[src/rtl/jk_pkg.sv]
// Shared encodings for the JK excitation encoder: per-bit {j,k} codes,
// the mode select values, and the output-stage state type.
package jk_pkg;

  localparam logic [1:0] CODE_HOLD   = 2'b00;
  localparam logic [1:0] CODE_RESET  = 2'b01;
  localparam logic [1:0] CODE_SET    = 2'b10;
  localparam logic [1:0] CODE_TOGGLE = 2'b11;

  localparam logic MODE_SETRESET = 1'b0;
  localparam logic MODE_TOGGLE   = 1'b1;

  typedef enum logic {
    ST_EMPTY   = 1'b0,
    ST_PRESENT = 1'b1
  } jk_state_e;

  // Excitation for one flip-flop moving from cur to nxt.
  function automatic logic [1:0] encode_bit(input logic md, input logic cur, input logic nxt);
    logic [1:0] code;
    code = CODE_HOLD;
    if (cur != nxt) begin
      if (md == MODE_TOGGLE) code = CODE_TOGGLE;
      else                   code = nxt ? CODE_SET : CODE_RESET;
    end
    return code;
  endfunction

endpackage

[src/rtl/jk_fifo.sv]
// Target-word FIFO: power-of-two depth, extra pointer bit distinguishes
// full from empty. Push is refused when full, pop ignored when empty.
module jk_fifo #(
  parameter int WIDTH = 8,
  parameter int DEPTH = 4
) (
  input  logic             clock,
  input  logic             reset,
  input  logic             push,
  input  logic [WIDTH-1:0] wdata,
  input  logic             pop,
  output logic [WIDTH-1:0] rdata,
  output logic             full,
  output logic             empty
);

  localparam int AW = $clog2(DEPTH);

  logic [WIDTH-1:0] mem_q [DEPTH];
  logic [AW:0]      wr_ptr_q, wr_ptr_d;
  logic [AW:0]      rd_ptr_q, rd_ptr_d;
  logic             do_push, do_pop;

  assign empty = (wr_ptr_q == rd_ptr_q);
  assign full  = (wr_ptr_q[AW] != rd_ptr_q[AW]) &&
                 (wr_ptr_q[AW-1:0] == rd_ptr_q[AW-1:0]);
  assign rdata = mem_q[rd_ptr_q[AW-1:0]];

  always_comb begin
    do_push  = push && !full;
    do_pop   = pop && !empty;
    wr_ptr_d = wr_ptr_q + (AW+1)'(do_push);
    rd_ptr_d = rd_ptr_q + (AW+1)'(do_pop);
  end

  always_ff @(posedge clock) begin
    if (reset) begin
      wr_ptr_q <= '0;
      rd_ptr_q <= '0;
    end else begin
      wr_ptr_q <= wr_ptr_d;
      rd_ptr_q <= rd_ptr_d;
    end
  end

  always_ff @(posedge clock) begin
    if (do_push) mem_q[wr_ptr_q[AW-1:0]] <= wdata;
  end

endmodule

[src/rtl/jk_exc_encoder.sv]
// Converts a stream of desired flip-flop bank states into J/K excitation
// commands, tracking the bank state internally and counting commanded flips.
module jk_exc_encoder
  import jk_pkg::*;
#(
  parameter int WIDTH = 8,
  parameter int DEPTH = 4
) (
  input  logic             clock,
  input  logic             reset,
  input  logic             tgt_valid,
  output logic             tgt_ready,
  input  logic [WIDTH-1:0] tgt_data,
  input  logic             mode,
  input  logic             resync,
  input  logic [WIDTH-1:0] sync_val,
  output logic             cmd_valid,
  input  logic             cmd_ready,
  output logic [WIDTH-1:0] j,
  output logic [WIDTH-1:0] k,
  output logic [WIDTH-1:0] q_model,
  output logic [15:0]      flip_count
);

  // Handshakes: a transfer happens on a rising edge where valid and ready are
  // both high; valid never depends on ready and its payload holds until taken.

  logic             fifo_full, fifo_empty, pop;
  logic [WIDTH-1:0] head, diff;
  logic [16:0]      flip_sum;

  jk_state_e        state_q, state_d;
  logic [WIDTH-1:0] j_q, j_d, k_q, k_d, q_model_q, q_model_d;
  logic [15:0]      flip_count_q, flip_count_d;

  jk_fifo #(.WIDTH(WIDTH), .DEPTH(DEPTH)) u_fifo (
    .clock (clock),
    .reset (reset),
    .push  (tgt_valid),
    .wdata (tgt_data),
    .pop   (pop),
    .rdata (head),
    .full  (fifo_full),
    .empty (fifo_empty)
  );

  assign tgt_ready  = !fifo_full;
  assign pop        = !fifo_empty && !resync && ((state_q == ST_EMPTY) || cmd_ready);
  assign cmd_valid  = (state_q == ST_PRESENT);
  assign j          = j_q;
  assign k          = k_q;
  assign q_model    = q_model_q;
  assign flip_count = flip_count_q;

  always_comb begin
    diff     = head ^ q_model_q;
    flip_sum = {1'b0, flip_count_q};
    for (int i = 0; i < WIDTH; i++) flip_sum = flip_sum + 17'(diff[i]);
  end

  always_comb begin
    state_d      = state_q;
    j_d          = j_q;
    k_d          = k_q;
    q_model_d    = q_model_q;
    flip_count_d = flip_count_q;
    if (pop) begin
      for (int i = 0; i < WIDTH; i++) {j_d[i], k_d[i]} = encode_bit(mode, q_model_q[i], head[i]);
      q_model_d    = head;
      flip_count_d = flip_sum[16] ? 16'hFFFF : flip_sum[15:0];
      state_d      = ST_PRESENT;
    end else if (state_q == ST_PRESENT && cmd_ready) begin
      j_d     = '0;
      k_d     = '0;
      state_d = ST_EMPTY;
    end
    // Resync and pop are mutually exclusive, so this never races a head load.
    if (resync) q_model_d = sync_val;
  end

  always_ff @(posedge clock) begin
    if (reset) begin
      state_q      <= ST_EMPTY;
      j_q          <= '0;
      k_q          <= '0;
      q_model_q    <= '0;
      flip_count_q <= '0;
    end else begin
      state_q      <= state_d;
      j_q          <= j_d;
      k_q          <= k_d;
      q_model_q    <= q_model_d;
      flip_count_q <= flip_count_d;
    end
  end

endmodule

[config.mk]
export PLATFORM = sky130hd
export DESIGN_NAME = jk_exc_encoder
export DESIGN_NICKNAME = d
export VERILOG_FILES = /design/src/rtl/jk_pkg.sv /design/src/rtl/jk_fifo.sv /design/src/rtl/jk_exc_encoder.sv
export SDC_FILE = /design/constraint.sdc
export NUM_CORES = 1
export LEC_CHECK = 0
export BUFFER_PORTS_ARGS = -buffer_cell sky130_fd_sc_hd__buf_2
export CAP_MARGIN = 5
export CELL_PAD_IN_SITES_DETAIL_PLACEMENT = 1
export CELL_PAD_IN_SITES_GLOBAL_PLACEMENT = 2
export CORE_MARGIN = 3
export CORE_UTILIZATION = 36
export DETAILED_ROUTE_END_ITERATION = 12
export PLACE_DENSITY_LB_ADDON = 0.1
export SLEW_MARGIN = 15
export SYNTH_ARGS = -nofsm -noshare
export SYNTH_HDL_FRONTEND = slang
export SYNTH_SLANG_ARGS = --single-unit
[constraint.sdc]
create_clock -name clock -period 5.2 [get_ports clock]
set_input_delay 0.52 -clock clock [delete_from_list [all_inputs] [get_ports clock]]
set_output_delay 0.52 -clock clock [all_outputs]
set_load 0.02 [all_outputs]
==> impl_metrics.json, run 1 <==
{
  "overflow": 0,
  "nets": 417,
  "synth.net_count": 350,
  "grt.total_usage": 0.164,
  "finalSetupTns_ns": 0,
  "wl_met2_um": 3990,
  "yosys.cell_types.count": 52,
  "fillers": 1080,
  "synth_area_leaders": "edfxtp_1, dfxtp_1, mux4_2, a21oi_1, ha_1",
  "setup_slack_ns": 0.421,
  "wirelength_um": 8550,
  "r2r-start": "u_fifo.rd_ptr_q[0]$_SDFF_PP0_",
  "syn_area_um2": 3600,
  "vias": 2585,
  "syn-mean-instance-area_um2": 11.5,
  "dieArea_um2": 11200,
  "seq_area_frac_synth": 0.528,
  "fmax_mhz": 209,
  "grt_first_pass_wirelength_um": 14300,
  "status": "finished, final reports clean",
  "clock_skew_ns": 0.0114,
  "reg2reg_depth": 13,
  "syn-instance-count": 313,
  "cp_data_required_time_ns": 5.48,
  "endpoint": "flip_count[11]$_SDFFE_PP0P_",
  "cts_hold_buf": 0,
  "mostFrequentLayoutCell": "buf_2",
  "first_pass_iters": 4,
  "arrival_ns": 5.06,
  "rsz0062_at_grt": "no",
  "io_buffers": 63,
  "power_w": 0.00192,
  "power_density_nw_per_um2": 455,
  "synth-edff-count": 32,
  "grt_start_max_net_pins": 30,
  "clock_latency_ns": 0.36,
  "first_iter_violations": 103,
  "gp_congestion": 0.772,
  "cts_buffer_depth": 2,
  "drive_gt1_frac": 0.270,
  "cts.sinks": 79,
  "cts_setup_buffers": 0,
  "dr_wl_met3_um": 345,
  "crit_fanout": 7,
  "setup_viol": 0,
  "vias_per_cell": 5.03,
  "max_slew_margin": 0.577,
  "path_clk_slew_ns": 0.09,
  "drt-met1-wl_um": 4080,
  "post-route-min-period_ns": 4.78,
  "worstMarginPinSlew_ns": 0.634,
  "leakagePower_nw": 1.70,
  "crit_type": "flip-flop to flip-flop",
  "drc_errors": 0,
  "netlist.top_cell.by_area": "edfxtp_1",
  "slew_viol_final": 0,
  "yosys_warnings": 0,
  "stdcell_area_um2": 4230,
  "dp_hpwl_um": 6320,
  "wl_per_cell_um": 16.6,
  "hold_viol_final": 0,
  "numCtsBuffers": 9,
  "die-width_um": 106,
  "holdPathStages": 1,
  "cts_tree": "yes",
  "cts_resized": 0,
  "area_growth_pct": 17.4,
  "antenna_found_initial": 0,
  "timing.rr.end": "flip_count[11]$_SDFFE_PP0P_",
  "worstSetupEndpointType": "flip-flop",
  "netlist.area_leader.share": 0.267,
  "fin_crit_sh": 0.919,
  "synth_ff_type": "dfxtp_1",
  "maxCapViolations": 0,
  "ys_seq_elements": 79,
  "h-tree-depth": 3,
  "topRoutingLayerUsed": "met4",
  "worst_ir_drop_vdd_mv": 0.162,
  "hold_path.class": "input pin to flip-flop",
  "postRouteAntennaNets": 0,
  "postSynth.asyncResetShare": 0,
  "core_area_um2": 9460,
  "antenna_cells": 0,
  "worstSetupStartpointType": "flip-flop",
  "die_y_um": 106,
  "rows": 35,
  "crit_start": "u_fifo.rd_ptr_q[0]$_SDFF_PP0_",
  "r2r_slack_ns": 0.42,
  "start_util": 0.381,
  "final_cell_mix": "buf_2, dfxtp_1, edfxtp_1",
  "first_global_vias": 2655,
  "cts-root-buf": "clkbuf_8",
  "pre_cts_slack_ns": 0.436,
  "pin_count": 64,
  "placed_area_um2": 4030
}
[state kept, by name, summed over array words and instances, names as in the netlist]
register         cells
j                    8
u_fifo.mem_q        32
cmd_valid            1
q_model              8
u_fifo.wr_ptr_q      3
k                    8
u_fifo.rd_ptr_q      3
flip_count          16
[logic make-up after synthesis]
| kind of cell | after synthesis | share of synthesized area |
|---|---|---|
| simple gates | 90 | 0.126 |
| compound gates | 77 | 0.142 |
| flops | 79 | 0.528 |
| fa+ha+maj | 15 | 0.0625 |
| buf+inv | 22 | 0.0333 |
| xor+xnor | 15 | 0.0386 |
| mux | 15 | 0.0695 |
[critical path, cell delays in order (launching register included)]
cell     delay (ns)
dfxtp_1        0.42
mux4_2         0.59
xnor2_1        0.27
fa_1           0.49
fa_1           0.54
fa_1           0.43
fa_1           0.39
inv_1          0.08
fa_1           0.21
nand3_1        0.12
a21bo_4        0.24
or3_1          0.50
or2_4          0.29
a21oi_1        0.12
[cell usage after synthesis (8+ instances only)]
| cell type | count |
|---|---|
| ha_1 | 10 |
| dfxtp_1 | 47 |
| nor2b_1 | 16 |
| mux4_2 | 8 |
| nor2_1 | 18 |
| xnor2_1 | 8 |
| edfxtp_1 | 32 |
| a22oi_1 | 8 |
| o21ai_0 | 14 |
| nand2_1 | 31 |
| a21oi_1 | 26 |
| inv_1 | 9 |
[cell type report]
| type | count | area, um2 | area share |
|---|---|---|---|
| Clock inverter | 7 | 70.1 | 0.0166 |
| Inverter | 10 | 37.5 | 0.00888 |
| Tap cell | 129 | 161 | 0.0382 |
| Clock buffer | 9 | 124 | 0.0293 |
| Timing Repair Buffer | 68 | 353 | 0.0835 |
| Multi-Input combinational cell | 212 | 1580 | 0.374 |
| Sequential cell | 79 | 1900 | 0.450 |
[power breakdown]
| part | internal [W] | leakage [nW] | switching, W |
|---|---|---|---|
| Sequential | 0.000701 | 0.677 | 0.0000405 |
| Clock | 0.000190 | 0.0981 | 0.000268 |
| Combinational | 0.000296 | 0.927 | 0.000425 |
| Total | 0.00119 | 1.70 | 0.000734 |
[worst min path at each step]
stage                                  startpoint                       endpoint  slack, ns
floorplan           u_fifo.wr_ptr_q[2]$_SDFF_PP0_  u_fifo.wr_ptr_q[2]$_SDFF_PP0_       0.49
global placement                j[7]$_SDFFE_PP0P_              j[7]$_SDFFE_PP0P_       0.43
detailed placement              j[6]$_SDFFE_PP0P_              j[6]$_SDFFE_PP0P_       0.44
CTS                                   tgt_data[7]   u_fifo.mem_q[2][7]$_DFFE_PP_       0.35
global route                          tgt_data[7]   u_fifo.mem_q[3][7]$_DFFE_PP_       0.35
finish                                tgt_data[7]   u_fifo.mem_q[2][7]$_DFFE_PP_       0.38
[through the flow]
| stage | hold slack (ns) | util | cells |
|---|---|---|---|
| final | 0.375 | 0.447 | 514 |
| after global routing | 0.355 | 0.447 | 514 |
| after CTS | 0.350 | 0.447 | 514 |
| after detailed placement | 0.437 | 0.426 | 498 |
| after global placement | 0.431 | 0.426 | 498 |
| after floorplan | 0.495 | - | 313 |
[metal layers]
metal / vias to the layer above / global-route usage
li1: 1275 / -
met1: 1241 / 0.228
met2: 56 / 0.253
met3: 13 / 0.0383
met4: 0 / 0.0527
met5: - / 0
(Power assumes the default switching activity.)
==> run 2, diff against run 1 <==
--- a/config.mk
+++ b/config.mk
@@ -9,6 +9,7 @@
 export CAP_MARGIN = 5
 export CELL_PAD_IN_SITES_DETAIL_PLACEMENT = 1
 export CELL_PAD_IN_SITES_GLOBAL_PLACEMENT = 2
+export CORE_ASPECT_RATIO = 2
 export CORE_MARGIN = 3
 export CORE_UTILIZATION = 36
 export DETAILED_ROUTE_END_ITERATION = 12
==> run 2 against run 1 <==
- cell count grew 0.78%
- via count fell by 0.19%
- first-iteration DRC count shrank 39%
- die area rose by 0.65%
- utilization decreased by 0.24 points
- fmax down 0.47%
- clock skew shrank 0.0023 ns
- sequential share of layout area fell by 1.2 points
- wire length is 0.57% higher
- highest routed layer unchanged
- worst setup slack worse by 0.022 ns
==> impl_metrics.json, run 2 (same netlist as run 1, synthesis figures left out) <==
{
  "vias": 2580,
  "leakagePower_nw": 1.75,
  "die-width_um": 76.7,
  "crit_start": "u_fifo.rd_ptr_q[0]$_SDFF_PP0_",
  "gp_congestion": 0.789,
  "wirelength_um": 8590,
  "worstSetupEndpointType": "flip-flop",
  "fin_crit_sh": 0.923,
  "drive_gt1_frac": 0.272,
  "worstMarginPinSlew_ns": 0.662,
  "setup_viol": 0,
  "first_iter_violations": 63,
  "grt_first_pass_wirelength_um": 13900,
  "crit_type": "flip-flop to flip-flop",
  "cts-root-buf": "clkbuf_16",
  "largest_reg_flops": 32,
  "power_w": 0.00207,
  "dp_hpwl_um": 6650,
  "max_slew_margin": 0.559,
  "r2r-start": "u_fifo.rd_ptr_q[0]$_SDFF_PP0_",
  "cts.sinks": 79,
  "cts_setup_buffers": 0,
  "antenna_found_initial": 0,
  "clock_skew_ns": 0.00915,
  "clock_latency_ns": 0.34,
  "status": "finished, final reports clean",
  "antenna_cells": 0,
  "maxCapViolations": 0,
  "power_density_nw_per_um2": 476,
  "die_y_um": 147,
  "dieArea_um2": 11300,
  "crit_fanout": 7,
  "rsz0062_at_grt": "no",
  "postRouteAntennaNets": 0,
  "crit_family": "adder cells",
  "first_global_vias": 2654,
  "area_growth_pct": 20.5,
  "finalSetupTns_ns": 0,
  "nets": 418,
  "grt_start_max_net_pins": 30,
  "hold_viol_final": 0,
  "start_util": 0.369,
  "wl_per_cell_um": 16.6,
  "slew_viol_final": 0,
  "arrival_ns": 5.06,
  "critical_path.n_buffers_inverters": 1,
  "fmax_mhz": 208,
  "first_pass_iters": 4,
  "core_area_um2": 9760,
  "vias_per_cell": 4.98,
  "crit_top_cell": "fa_1",
  "hold_path.class": "input pin to flip-flop",
  "cts_hold_buf": 0,
  "cts_buffer_depth": 2,
  "cts_resized": 0,
  "mostFrequentLayoutCell": "buf_2",
  "grt.total_usage": 0.160,
  "rows": 51,
  "drc_errors": 0,
  "h-tree-depth": 3,
  "final_cell_mix": "buf_2, dfxtp_1, edfxtp_1",
  "worstSetupStartpointType": "flip-flop",
  "slowest_delay_ns": 0.60,
  "worst_ir_drop_vdd_mv": 0.267,
  "io_buffers": 63,
  "cts_tree": "yes",
  "path_clk_slew_ns": 0.06,
  "cp_data_required_time_ns": 5.46,
  "path_cells": "mux4_2, xnor2_1, fa_1, fa_1, fa_1, fa_1, inv_1, fa_1, nand3_1, a21bo_4, or3_1, or2_4, a21oi_2",
  "numCtsBuffers": 9,
  "pin_count": 64,
  "crit_path_top_delay_cell": "mux4_2",
  "hold_path_startpoint": "tgt_data[7]",
  "overflow": 0,
  "post-route-min-period_ns": 4.80
}
-- run 2: layout make-up --
type                    count  area, um2
fillers                  1093       5420
flip-flops and latches     79       1900
multi-input cells         212       1580
repair buffers             69        360
clock buffers               9        225
well taps                 132        165
clock inverters             7       70.1
inverters                  10       37.5
-- run 2: where the power goes --
group / internal [W] / switching (W) / leakage [nW]
Sequential: 0.000702 / 0.0000396 / 0.677
Combinational: 0.000293 / 0.000412 / 0.932
Clock: 0.000340 / 0.000280 / 0.144
-- run 2: final timing paths --
kind | to | slack, ns | cells after the start
worst min-delay path | u_fifo.mem_q[1][7]$_DFFE_PP_ | 0.40 | 1
worst min register to register | j[4]$_SDFFE_PP0P_ | 0.45 | 2
worst max register to register | flip_count[13]$_SDFFE_PP0P_ | 0.40 | 13
worst max-delay path | flip_count[13]$_SDFFE_PP0P_ | 0.40 | 13
-- run 2: through the flow --
step	cell area, um2	setup WS [ns]	hold slack (ns)	utilization	cells
floorplan	3600	0.555	0.495	-	313
global placement	4050	0.429	0.435	0.414	502
detailed placement	4050	0.384	0.439	0.414	502
CTS	4340	0.349	0.382	0.445	518
global route	4340	0.184	0.392	0.445	518
finish	4340	0.399	0.397	0.445	518
-- run 2: worst reg2reg max path, delay by kind of cell, from the launching register on --
kind / cells / cell delay, ns
AOI/OAI and AO/OA: 2 / 0.38
buffers and inverters: 1 / 0.08
adders and majority gates: 5 / 2.06
and+or+nand+nor: 3 / 0.91
xor gates and xnor gates: 1 / 0.29
muxes: 1 / 0.60
DFF: 1 / 0.41
-- run 2: metal layers --
| layer | up-vias | global-route usage | share of wire |
|---|---|---|---|
| li1 | 1276 | - | - |
| met1 | 1244 | 0.168 | 0.38 |
| met2 | 49 | 0.308 | 0.57 |
| met3 | 11 | 0.0280 | 0.028 |
| met4 | 0 | 0.0599 | 0.016 |
| met5 | - | 0 | 0 |
==> run 3, diff against run 2 <==
--- a/config.mk
+++ b/config.mk
@@ -14,7 +14,9 @@
 export CORE_UTILIZATION = 36
 export DETAILED_ROUTE_END_ITERATION = 12
 export PLACE_DENSITY_LB_ADDON = 0.1
+export RECOVER_POWER = 25
 export SLEW_MARGIN = 15
 export SYNTH_ARGS = -nofsm -noshare
 export SYNTH_HDL_FRONTEND = slang
 export SYNTH_SLANG_ARGS = --single-unit
+export TNS_END_PERCENT = 100
==> run 3 against run 2 <==
- global-route usage stayed put
- die area stayed put
- non-clock buffer count is the same
- final area shrank 0.40%
- clock-buffer cell count unchanged
- critical path type unchanged
- largest power group unchanged
==> impl_metrics.json, run 3 (same netlist as run 1, synthesis figures left out) <==
{
  "hold_path.class": "input pin to flip-flop",
  "rsz0062_at_grt": "no",
  "finalSetupTns_ns": 0,
  "numCtsBuffers": 9,
  "postRouteAntennaNets": 0,
  "dp_hpwl_um": 6650,
  "dieArea_um2": 11300,
  "crit_fanout": 7,
  "multiInputGateArea_um2": 1580,
  "r2r-start": "u_fifo.rd_ptr_q[0]$_SDFF_PP0_",
  "post-route-util": 0.443,
  "hold_path_startpoint": "tgt_data[7]",
  "vias": 2579,
  "antenna_cells": 0,
  "core_area_um2": 9760,
  "final_cell_mix": "buf_2, dfxtp_1, edfxtp_1",
  "r2r_slack_ns": 0.40,
  "area_growth_pct": 20.0,
  "overflow": 0,
  "grt_start_max_net_pins": 30,
  "wl_per_cell_um": 16.6,
  "slowest_delay_ns": 0.60,
  "fin_crit_sh": 0.923,
  "path_cells": "mux4_2, xnor2_1, fa_1, fa_1, fa_1, fa_1, inv_1, fa_1, nand3_1, a21bo_4, or3_1, or2_4, a21oi_2",
  "die_y_um": 147,
  "crit_path_top_delay_cell": "mux4_2",
  "fmax_mhz": 208,
  "cts_resized": 0,
  "first_pass_iters": 6,
  "hold_viol_final": 0,
  "maxCapViolations": 0,
  "io_buffers": 63,
  "worstSetupStartpointType": "flip-flop",
  "cts_setup_buffers": 0,
  "wirelength_um": 8620,
  "cts-root-buf": "clkbuf_16",
  "h-tree-depth": 3,
  "arrival_ns": 5.06,
  "die-width_um": 76.7,
  "status": "finished, final reports clean",
  "fillers": 1093,
  "holdPathEnd": "u_fifo.mem_q[1][7]$_DFFE_PP_",
  "holdPathStages": 1,
  "gp_congestion": 0.789,
  "largest_reg_flops": 32,
  "nets": 418,
  "worstSetupEndpointType": "flip-flop",
  "crit_top_cell": "fa_1",
  "clock_skew_ns": 0.00988,
  "setup_viol": 0,
  "cts.sinks": 79,
  "cts_hold_buf": 0,
  "leakagePower_nw": 1.71,
  "grt_first_pass_wirelength_um": 13900,
  "grt.total_usage": 0.160,
  "drive_gt1_frac": 0.236,
  "start_util": 0.369,
  "cp_data_required_time_ns": 5.46,
  "reg2reg_depth": 13,
  "slew_viol_final": 0,
  "pin_count": 64,
  "post-route-min-period_ns": 4.80,
  "cts_buffer_depth": 2,
  "mostFrequentLayoutCell": "buf_2",
  "path_clk_slew_ns": 0.06,
  "first_iter_violations": 74,
  "cts_tree": "yes",
  "power_density_nw_per_um2": 478,
  "timing.rr.end": "flip_count[13]$_SDFFE_PP0P_",
  "regArea_um2": 1900,
  "worst_ir_drop_vdd_mv": 0.268,
  "crit_type": "flip-flop to flip-flop",
  "drc_errors": 0,
  "vias_per_cell": 4.98,
  "worstMarginPinSlew_ns": 0.656,
  "rows": 51,
  "antenna_found_initial": 0,
  "max_slew_margin": 0.562,
  "clock_latency_ns": 0.34,
  "first_global_vias": 2654,
  "crit_start": "u_fifo.rd_ptr_q[0]$_SDFF_PP0_"
}
run 3: changes by cell type in the layout (fill, tap and decap cells not counted):
| cell | previous run | this run |
|---|---|---|
| buf_2 | 63 | 49 |
| clkbuf_1 | 0 | 14 |
run 3: stage by stage:
stage | hold WS [ns] | cell area, um2 | setup slack [ns] | total power (W) | cells
floorplan | 0.495 | 3600 | 0.555 | 0.00128 | 313
global placement | 0.435 | 4050 | 0.429 | 0.00148 | 502
detailed placement | 0.439 | 4050 | 0.384 | 0.00148 | 502
CTS | 0.382 | 4340 | 0.349 | 0.00211 | 518
global route | 0.462 | 4320 | 0.184 | 0.00221 | 518
finish | 0.440 | 4320 | 0.401 | 0.00207 | 518
run 3: final cells by class:
type	instances	share of cell area
repair buffers	69	0.0793
clock buffers	9	0.0521
multi-input cells	212	0.366
inverters	10	0.00868
clock inverters	7	0.0162
flip-flops and latches	79	0.440
well taps	132	0.0382
run 3: worst max path at each step:
stage                                       end  slack (ns)  cells after the start
finish              flip_count[13]$_SDFFE_PP0P_        0.40                     13
global route        flip_count[11]$_SDFFE_PP0P_        0.18                     13
CTS                 flip_count[11]$_SDFFE_PP0P_        0.35                     13
detailed placement  flip_count[11]$_SDFFE_PP0P_        0.38                     13
global placement    flip_count[13]$_SDFFE_PP0P_        0.43                     13
floorplan           flip_count[13]$_SDFFE_PP0P_        0.56                     15
run 3: routing by layer:
layer / routed length [um] / share of wire / vias to the layer above / GRT usage
met5: 0 / 0 / - / 0
met4: 140 / 0.016 / 0 / 0.0599
met3: 253 / 0.029 / 11 / 0.0280
met2: 4900 / 0.57 / 48 / 0.308
met1: 3320 / 0.39 / 1243 / 0.168
li1: - / - / 1277 / -
run 3: power breakdown:
| part | switching, W | leakage, nW | internal, W |
|---|---|---|---|
| Combinational | 0.000412 | 0.885 | 0.000291 |
| Sequential | 0.0000399 | 0.677 | 0.000702 |
| Clock | 0.000281 | 0.144 | 0.000340 |
| Total | 0.000733 | 1.71 | 0.00133 |
run 3: worst max-delay path: cells and delay by family (launching register included):
kind	cells	cell delay (ns)
and+or+nand+nor	3	0.91
buffers and inverters	1	0.08
DFF	1	0.41
AOI/OAI and AO/OA	2	0.37
muxes	1	0.60
xor gates and xnor gates	1	0.29
adders and majority gates	5	2.05
